**config.mk**
```make
export PLATFORM = sky130hd
export DESIGN_NAME = cla_pipe_addsub_flat
export DESIGN_NICKNAME = d
export VERILOG_FILES = /design/src/rtl/cla_pipe_addsub_pkg.sv /design/src/rtl/cla_pipe_addsub_if.sv /design/src/rtl/cla_pipe_addsub_group.sv /design/src/rtl/cla_pipe_addsub.sv /design/src/flat_wrapper.sv
export SDC_FILE = /design/constraint.sdc
export NUM_CORES = 1
export LEC_CHECK = 0
export ABC_AREA = 1
export CAP_MARGIN = 25
export CORE_ASPECT_RATIO = 1.25
export CORE_MARGIN = 4
export CORE_UTILIZATION = 35
export CTS_BUF_LIST = sky130_fd_sc_hd__clkbuf_4
export DETAILED_ROUTE_END_ITERATION = 12
export MAX_ROUTING_LAYER = met4
export PLACE_DENSITY = 0.54
export SLEW_MARGIN = 20
export SYNTH_ARGS = -nofsm -noshare
export SYNTH_HDL_FRONTEND = slang
export SYNTH_SLANG_ARGS = --single-unit
```
**constraint.sdc**
```tcl
create_clock -name Clk -period 1.7 [get_ports Clk]
set_clock_uncertainty 0.05 [all_clocks]
set_input_delay 0.34 -clock Clk [delete_from_list [all_inputs] [get_ports Clk]]
set_output_delay 0.34 -clock Clk [all_outputs]
set_load 0.03 [all_outputs]
```
**src/rtl/cla_pipe_addsub_pkg.sv**
```systemverilog
// Shared types and defaults for the pipelined carry-lookahead adder/subtractor.
package cla_pkg;

    localparam int CLA_WIDTH = 16;
    localparam int CLA_GROUP = 4;

    typedef enum logic {
        OP_ADD = 1'b0,
        OP_SUB = 1'b1
    } op_e;

    typedef struct packed {
        logic cout;
        logic ovf;
        logic zero;
    } flags_t;

endpackage

```
**src/rtl/cla_pipe_addsub_if.sv**
```systemverilog
// Operand/result handshake bundle for cla_pipe_addsub.
interface cla_pipe_addsub_if
    import cla_pkg::*;
#(
    parameter int WIDTH = CLA_WIDTH
);

    logic             in_valid;
    logic             in_ready;
    logic [WIDTH-1:0] in_a;
    logic [WIDTH-1:0] in_b;
    logic             in_sub;
    logic             out_valid;
    logic             out_ready;
    logic [WIDTH-1:0] out_s;
    logic             out_cout;
    logic             out_ovf;
    logic             out_zero;

    modport master (
        output in_valid, in_a, in_b, in_sub, out_ready,
        input  in_ready, out_valid, out_s, out_cout, out_ovf, out_zero
    );

    modport slave (
        input  in_valid, in_a, in_b, in_sub, out_ready,
        output in_ready, out_valid, out_s, out_cout, out_ovf, out_zero
    );

endinterface

```
**src/rtl/cla_pipe_addsub_group.sv**
```systemverilog
// Combinational lookahead slice: sum, group propagate/generate,
// carry out and carry into the slice MSB.
module cla_group #(
    parameter int GROUP = 4
) (
    input  logic [GROUP-1:0] a,
    input  logic [GROUP-1:0] b,
    input  logic             cin,
    output logic [GROUP-1:0] s,
    output logic             p,
    output logic             g,
    output logic             cout,
    output logic             cmsb
);

    logic [GROUP-1:0] pi;
    logic [GROUP-1:0] gi;
    logic [GROUP:0]   c;

    assign pi = a ^ b;
    assign gi = a & b;

    // Each carry is a flat sum of products over the bits below it.
    always_comb begin
        logic acc;
        logic pp;
        c    = '0;
        c[0] = cin;
        p    = 1'b0;
        g    = 1'b0;
        for (int i = 0; i < GROUP; i++) begin
            acc = gi[i];
            pp  = pi[i];
            for (int j = i - 1; j >= 0; j--) begin
                acc = acc | (pp & gi[j]);
                pp  = pp & pi[j];
            end
            c[i+1] = acc | (pp & cin);
            if (i == GROUP - 1) begin
                g = acc;
                p = pp;
            end
        end
        s    = pi ^ c[GROUP-1:0];
        cout = c[GROUP];
        cmsb = c[GROUP-1];
    end

endmodule

```
**src/rtl/cla_pipe_addsub.sv**
```systemverilog
// Pipelined CLA adder/subtractor: one GROUP-bit slice resolved per stage,
// operands skewed in, sums de-skewed out, global stall on backpressure.
module cla_pipe_addsub
    import cla_pkg::*;
#(
    parameter int WIDTH = CLA_WIDTH,
    parameter int GROUP = CLA_GROUP
) (
    input logic             Clk,
    input logic             Reset_n,
    cla_pipe_addsub_if.slave io
);

    localparam int NSLICE = WIDTH / GROUP;

    typedef logic [GROUP-1:0] sl_t;

    if (WIDTH % GROUP != 0) begin : g_bad_cfg
        $error("cla_pipe_addsub: WIDTH must be a multiple of GROUP");
    end

    logic   v_q  [NSLICE];
    op_e    op_q [NSLICE];
    logic   c_q  [NSLICE];
    sl_t    a_q  [NSLICE][NSLICE];
    sl_t    b_q  [NSLICE][NSLICE];
    sl_t    s_q  [NSLICE][NSLICE];
    flags_t flg_q;
    logic   rdy_q;

    sl_t  ga  [NSLICE];
    sl_t  gbr [NSLICE];
    sl_t  gb  [NSLICE];
    sl_t  gs  [NSLICE];
    op_e  gop [NSLICE];
    logic gci [NSLICE];
    logic gp  [NSLICE];
    logic gg  [NSLICE];
    logic gco [NSLICE];
    logic gcm [NSLICE];
    logic gcy [NSLICE];

    logic             adv;
    logic             acc;
    logic [WIDTH-1:0] fin_s;
    logic [WIDTH-1:0] nxt_s;

    assign adv = !v_q[NSLICE-1] || io.out_ready;
    assign acc = io.in_valid && adv && rdy_q;

    always_comb begin
        ga[0]  = io.in_a[GROUP-1:0];
        gbr[0] = io.in_b[GROUP-1:0];
        gop[0] = op_e'(io.in_sub);
        gci[0] = io.in_sub;
        for (int k = 1; k < NSLICE; k++) begin
            ga[k]  = a_q[k-1][k];
            gbr[k] = b_q[k-1][k];
            gop[k] = op_q[k-1];
            gci[k] = c_q[k-1];
        end
        for (int k = 0; k < NSLICE; k++) begin
            gb[k]  = (gop[k] == OP_SUB) ? ~gbr[k] : gbr[k];
            gcy[k] = gg[k] | (gp[k] & gci[k]);
        end
    end

    for (genvar k = 0; k < NSLICE; k++) begin : g_slice
        cla_group #(
            .GROUP (GROUP)
        ) u_grp (
            .a    (ga[k]),
            .b    (gb[k]),
            .cin  (gci[k]),
            .s    (gs[k]),
            .p    (gp[k]),
            .g    (gg[k]),
            .cout (gco[k]),
            .cmsb (gcm[k])
        );
    end

    // Sum about to enter the output register, used for the zero flag.
    if (NSLICE == 1) begin : g_nxt1
        assign nxt_s = gs[0];
    end else begin : g_nxtn
        always_comb begin
            nxt_s = '0;
            for (int j = 0; j < NSLICE - 1; j++) begin
                nxt_s[j*GROUP +: GROUP] = s_q[NSLICE-2][j];
            end
            nxt_s[(NSLICE-1)*GROUP +: GROUP] = gs[NSLICE-1];
        end
    end

    always_comb begin
        fin_s = '0;
        for (int j = 0; j < NSLICE; j++) begin
            fin_s[j*GROUP +: GROUP] = s_q[NSLICE-1][j];
        end
    end

    always_ff @(posedge Clk or negedge Reset_n) begin
        if (!Reset_n) begin
            rdy_q <= 1'b0;
            flg_q <= '0;
            for (int k = 0; k < NSLICE; k++) begin
                v_q[k]  <= 1'b0;
                op_q[k] <= OP_ADD;
                c_q[k]  <= 1'b0;
                for (int j = 0; j < NSLICE; j++) begin
                    a_q[k][j] <= '0;
                    b_q[k][j] <= '0;
                    s_q[k][j] <= '0;
                end
            end
        end else begin
            rdy_q <= 1'b1;
            if (adv) begin
                v_q[0]  <= acc;
                op_q[0] <= op_e'(io.in_sub);
                for (int j = 1; j < NSLICE; j++) begin
                    a_q[0][j] <= io.in_a[j*GROUP +: GROUP];
                    b_q[0][j] <= io.in_b[j*GROUP +: GROUP];
                end
                for (int k = 0; k < NSLICE; k++) begin
                    c_q[k]    <= gcy[k];
                    s_q[k][k] <= gs[k];
                end
                for (int k = 1; k < NSLICE; k++) begin
                    v_q[k]  <= v_q[k-1];
                    op_q[k] <= op_q[k-1];
                    for (int j = 0; j < NSLICE; j++) begin
                        if (j < k) begin
                            s_q[k][j] <= s_q[k-1][j];
                        end else if (j > k) begin
                            a_q[k][j] <= a_q[k-1][j];
                            b_q[k][j] <= b_q[k-1][j];
                        end
                    end
                end
                flg_q.cout <= gco[NSLICE-1];
                flg_q.ovf  <= gco[NSLICE-1] ^ gcm[NSLICE-1];
                flg_q.zero <= (nxt_s == '0);
            end
        end
    end

    assign io.in_ready  = adv && rdy_q;
    assign io.out_valid = v_q[NSLICE-1];
    assign io.out_s     = fin_s;
    assign io.out_cout  = flg_q.cout;
    assign io.out_ovf   = flg_q.ovf;
    assign io.out_zero  = flg_q.zero;

endmodule
```
**src/flat_wrapper.sv**
```systemverilog
// flat-port wrapper written by rule: the top's interface ports become plain ports
module cla_pipe_addsub_flat import cla_pkg::*;
#(
    parameter int WIDTH = CLA_WIDTH,
    parameter int GROUP = CLA_GROUP
)
  (Clk, Reset_n, io_in_valid, io_in_a, io_in_b, io_in_sub, io_out_ready, io_in_ready, io_out_valid, io_out_s, io_out_cout, io_out_ovf, io_out_zero);
  cla_pipe_addsub_if #(.WIDTH(WIDTH)) io_i ();
  input logic Clk;
  input logic Reset_n;
  input wire logic [$bits(io_i.in_valid)-1:0] io_in_valid;
  input wire logic [$bits(io_i.in_a)-1:0] io_in_a;
  input wire logic [$bits(io_i.in_b)-1:0] io_in_b;
  input wire logic [$bits(io_i.in_sub)-1:0] io_in_sub;
  input wire logic [$bits(io_i.out_ready)-1:0] io_out_ready;
  output wire logic [$bits(io_i.in_ready)-1:0] io_in_ready;
  output wire logic [$bits(io_i.out_valid)-1:0] io_out_valid;
  output wire logic [$bits(io_i.out_s)-1:0] io_out_s;
  output wire logic [$bits(io_i.out_cout)-1:0] io_out_cout;
  output wire logic [$bits(io_i.out_ovf)-1:0] io_out_ovf;
  output wire logic [$bits(io_i.out_zero)-1:0] io_out_zero;
  assign io_i.in_valid = io_in_valid;
  assign io_i.in_a = io_in_a;
  assign io_i.in_b = io_in_b;
  assign io_i.in_sub = io_in_sub;
  assign io_i.out_ready = io_out_ready;
  assign io_in_ready = io_i.in_ready;
  assign io_out_valid = io_i.out_valid;
  assign io_out_s = io_i.out_s;
  assign io_out_cout = io_i.out_cout;
  assign io_out_ovf = io_i.out_ovf;
  assign io_out_zero = io_i.out_zero;
  cla_pipe_addsub #(.WIDTH(WIDTH), .GROUP(GROUP)) u_core (.Clk(Clk), .Reset_n(Reset_n), .io(io_i));
endmodule
```
==> flow_metrics.tcl <==
set metrics [dict create \
    drcViolationCount 0 \
    grt_pass1_wl_um 15700 \
    dpl_cell_area_mm2 0.005602 \
    numCtsBuffers 9 \
    clock_latency_ns 0.45 \
    cap_violations 0 \
    synth.yosys.seq_area_share_pct 52.85 \
    fin_area_mm2 0.005841 \
    place_inst 775 \
    ant_nets 0 \
    drv_slew 0 \
    grt_usage_pct 12.43 \
    finalHoldViolCount 0 \
    antenna_found_initial 1 \
    fp.coreArea_mm2 0.01341 \
    synth_cells 563 \
    grt_max_degree 45 \
    wl_per_cell_um 11.08 \
    crit_path_max_fanout 5 \
    fp-row-count 47 \
    cts.sinks 102 \
    io_pins 58 \
    vias 3474 \
    nNetsFinal 678 \
    synth-edff-count 0 \
    netlist_top_cells_count "nand2_1 (281), dfrtp_1 (102), nor2_1 (23)" \
    power.density_mw_per_mm2 1812 \
    fillCellCount 1343 \
    drt_iter0_markers 124 \
    ys_warn_count 0 \
    end_kind "flip-flop" \
    syn-cell-area_mm2 0.004830 \
    arrival_ns 2.06 \
    required_ns 2.02 \
    fmax_mhz 573.5 \
    syn2layout_area_growth_pct 20.93 \
    holdWs_ns 0.2396 \
    timing.final.crit_share_pct 102.6 \
    min_period_ns 1.744 \
    dp_slack_ns -0.4252 \
    instances_no_fill 798 \
    port-buffer-count 57 \
    ys_types 28 \
    die-area_mm2 0.01575 \
    worst_r2r_path_depth 10 \
    cts.path.max_buffers 2 \
    synth_top_area_cell "dfrtp_1" \
    viasPerCell 4.353 \
    status "complete, but fails checks" \
    reg2reg_from "u_core.gop[0]$_DFFE_PN0N_" \
    dr.pass1.iters 4 \
    violations "setup timing" \
    fp.dieH_um 139.3 \
    postSynthAreaPerCell_um2 8.578 \
    first_global_vias 3453 \
    yosysMostFrequentCell "nand2_1" \
    place.gp.congestion 0.7461 \
    start_util_pct 36.02 \
    peakVddDrop_uv 676.8 \
    synth_top_area_share_pct 52.85 \
    synth_ff_type "dfrtp_1" \
    syn_nets 619 \
    crit_type "flip-flop to flip-flop" \
    fin_ws_ns -0.04380 \
    r2r-end "u_core.io.out_zero$_DFFE_PN0N_" \
    tns_ns -0.04380 \
    holdCritPathClass "input port to asynchronous set/reset pin" \
    p_leak_nw 3.017 \
    rsz0062_at_grt "yes" \
    rrSetupSlack_ns -0.04 \
    clk_pin_slew_worst_paths_ns 0.15 \
    htreeDepth 3 \
    die_x_um 113.1 \
    setup_viol 1 \
    layout-drive-gt1-share_pct 12.46 \
    dp_hpwl_um 6340 \
    root_buffer "clkbuf_4" \
    synth-async-reset-ratio_pct 100.0 \
    grt_overflow 0 \
    start_kind "flip-flop" \
    synth.top_cells.by_area "dfrtp_1 (53%), nand2_1 (22%), ha_1 (4.1%)" \
    cts_tree "built" \
    finalWirelength_um 8844 \
    ys_ff_latch 102 \
]
[worst max path at each step]
stage	slack, ns	end	cells after the start	from
after global routing	-0.19	u_core.io.out_zero$_DFFE_PN0N_	9	u_core.b_q[16]$_DFFE_PN0N_
after detailed placement	-0.43	u_core.s_q[62]$_DFFE_PN0N_	9	io_in_sub
final	-0.04	u_core.io.out_zero$_DFFE_PN0N_	10	u_core.gop[0]$_DFFE_PN0N_
after CTS	-0.05	u_core.io.out_zero$_DFFE_PN0N_	9	u_core.gop[0]$_DFFE_PN0N_
after floorplan	0.0003	u_core.io.out_zero$_DFFE_PN0N_	11	u_core.gop[0]$_DFFE_PN0N_
after global placement	-0.36	u_core.s_q[62]$_DFFE_PN0N_	9	io_in_sub
[cell type report]
type / count / area, um2 / area share [%]
diodes: 1 / 2.502 / 0.04284
clock buffers: 9 / 67.56 / 1.157
clock inverters: 6 / 30.03 / 0.5141
inverters: 20 / 77.57 / 1.328
multi-input cells: 400 / 2002 / 34.28
flip-flops and latches: 102 / 2556 / 43.77
well taps: 171 / 214.0 / 3.663
repair buffers: 89 / 890.9 / 15.25
[registers in the layout (all words and copies together) (netlist names)]
| name | cells |
|---|---|
| u_core.c_q | 3 |
| u_core.io.out_valid | 1 |
| u_core.io.out_s | 16 |
| u_core.rdy_q | 1 |
| u_core.io.out_zero | 1 |
| u_core.v_q | 3 |
| u_core.a_q | 24 |
| u_core.b_q | 24 |
| u_core.s_q | 12 |
| u_core.io.out_ovf | 1 |
| u_core.io.out_cout | 1 |
| u_core.gop | 3 |
| u_core.nxt_s | 12 |
[critical path, stage by stage, from the launching register on]
cell and delay, ns:
dfrtp_2 0.48, xor2_1 0.16, ha_1 0.37, nand2_1 0.10
nand2_2 0.06, nor2_4 0.10, nand2_2 0.08, nand2_2 0.09
nand2_2 0.07, nand2_1 0.07, nand2_1 0.05
[cell usage in the layout, fill, tap and decap left out, drive strengths merged, types with 4 or more instances in the layout]
master / n
xnor2: 4
dlygate4sd2: 18
a21oi: 7
ha: 16
nand2: 285
clkdlybuf4s50: 34
buf: 34
nor2: 26
o21ai: 18
clkbuf: 9
nand3: 13
xor2: 17
clkinv: 5
dfrtp: 102
inv: 20
[logic make-up (layout without fill, tap and decap cells)]
kind of cell | count (synthesis) | count (layout) | share of synthesized area (%)
xor+xnor | 21 | 21 | 3.808
other cells | 1 | 2 | 0.07765
buf+inv | 61 | 124 | 7.772
compound gates | 30 | 30 | 3.394
flops | 102 | 102 | 52.85
simple gates | 329 | 329 | 26.71
fa+ha+maj | 19 | 19 | 5.389
[through the flow]
step                      power [mW]  utilization [%]
after floorplan                8.011                -
after global placement         9.206            41.78
after detailed placement       9.343            41.78
after CTS                      10.30            42.61
after global routing           11.69            43.56
final                          10.58            43.56
[metal layers]
metal / wire length (um) / global-route usage, % / share of wire [%]
met5: 0 / - / 0
met4: 165 / 4.937 / 1.9
met3: 275 / 1.997 / 3.1
met2: 4179 / 20.19 / 47
met1: 4223 / 15.48 / 48
[power by group]
group	leakage [nW]	switching, mW	internal (mW)
Clock	0.0564	0.756	0.276
Combinational	1.74	3.04	2.40
Sequential	1.22	0.659	3.45
[what timing repair did]
item                       4_1_cts  5_1_grt
hold buffers                     1        0
hold endpoints to repair       102        0
setup buffers                    2        4
gates resized for setup         24       26
setup endpoints to repair       24       14
pin swaps                        4       22
(Power assumes the default switching activity.)
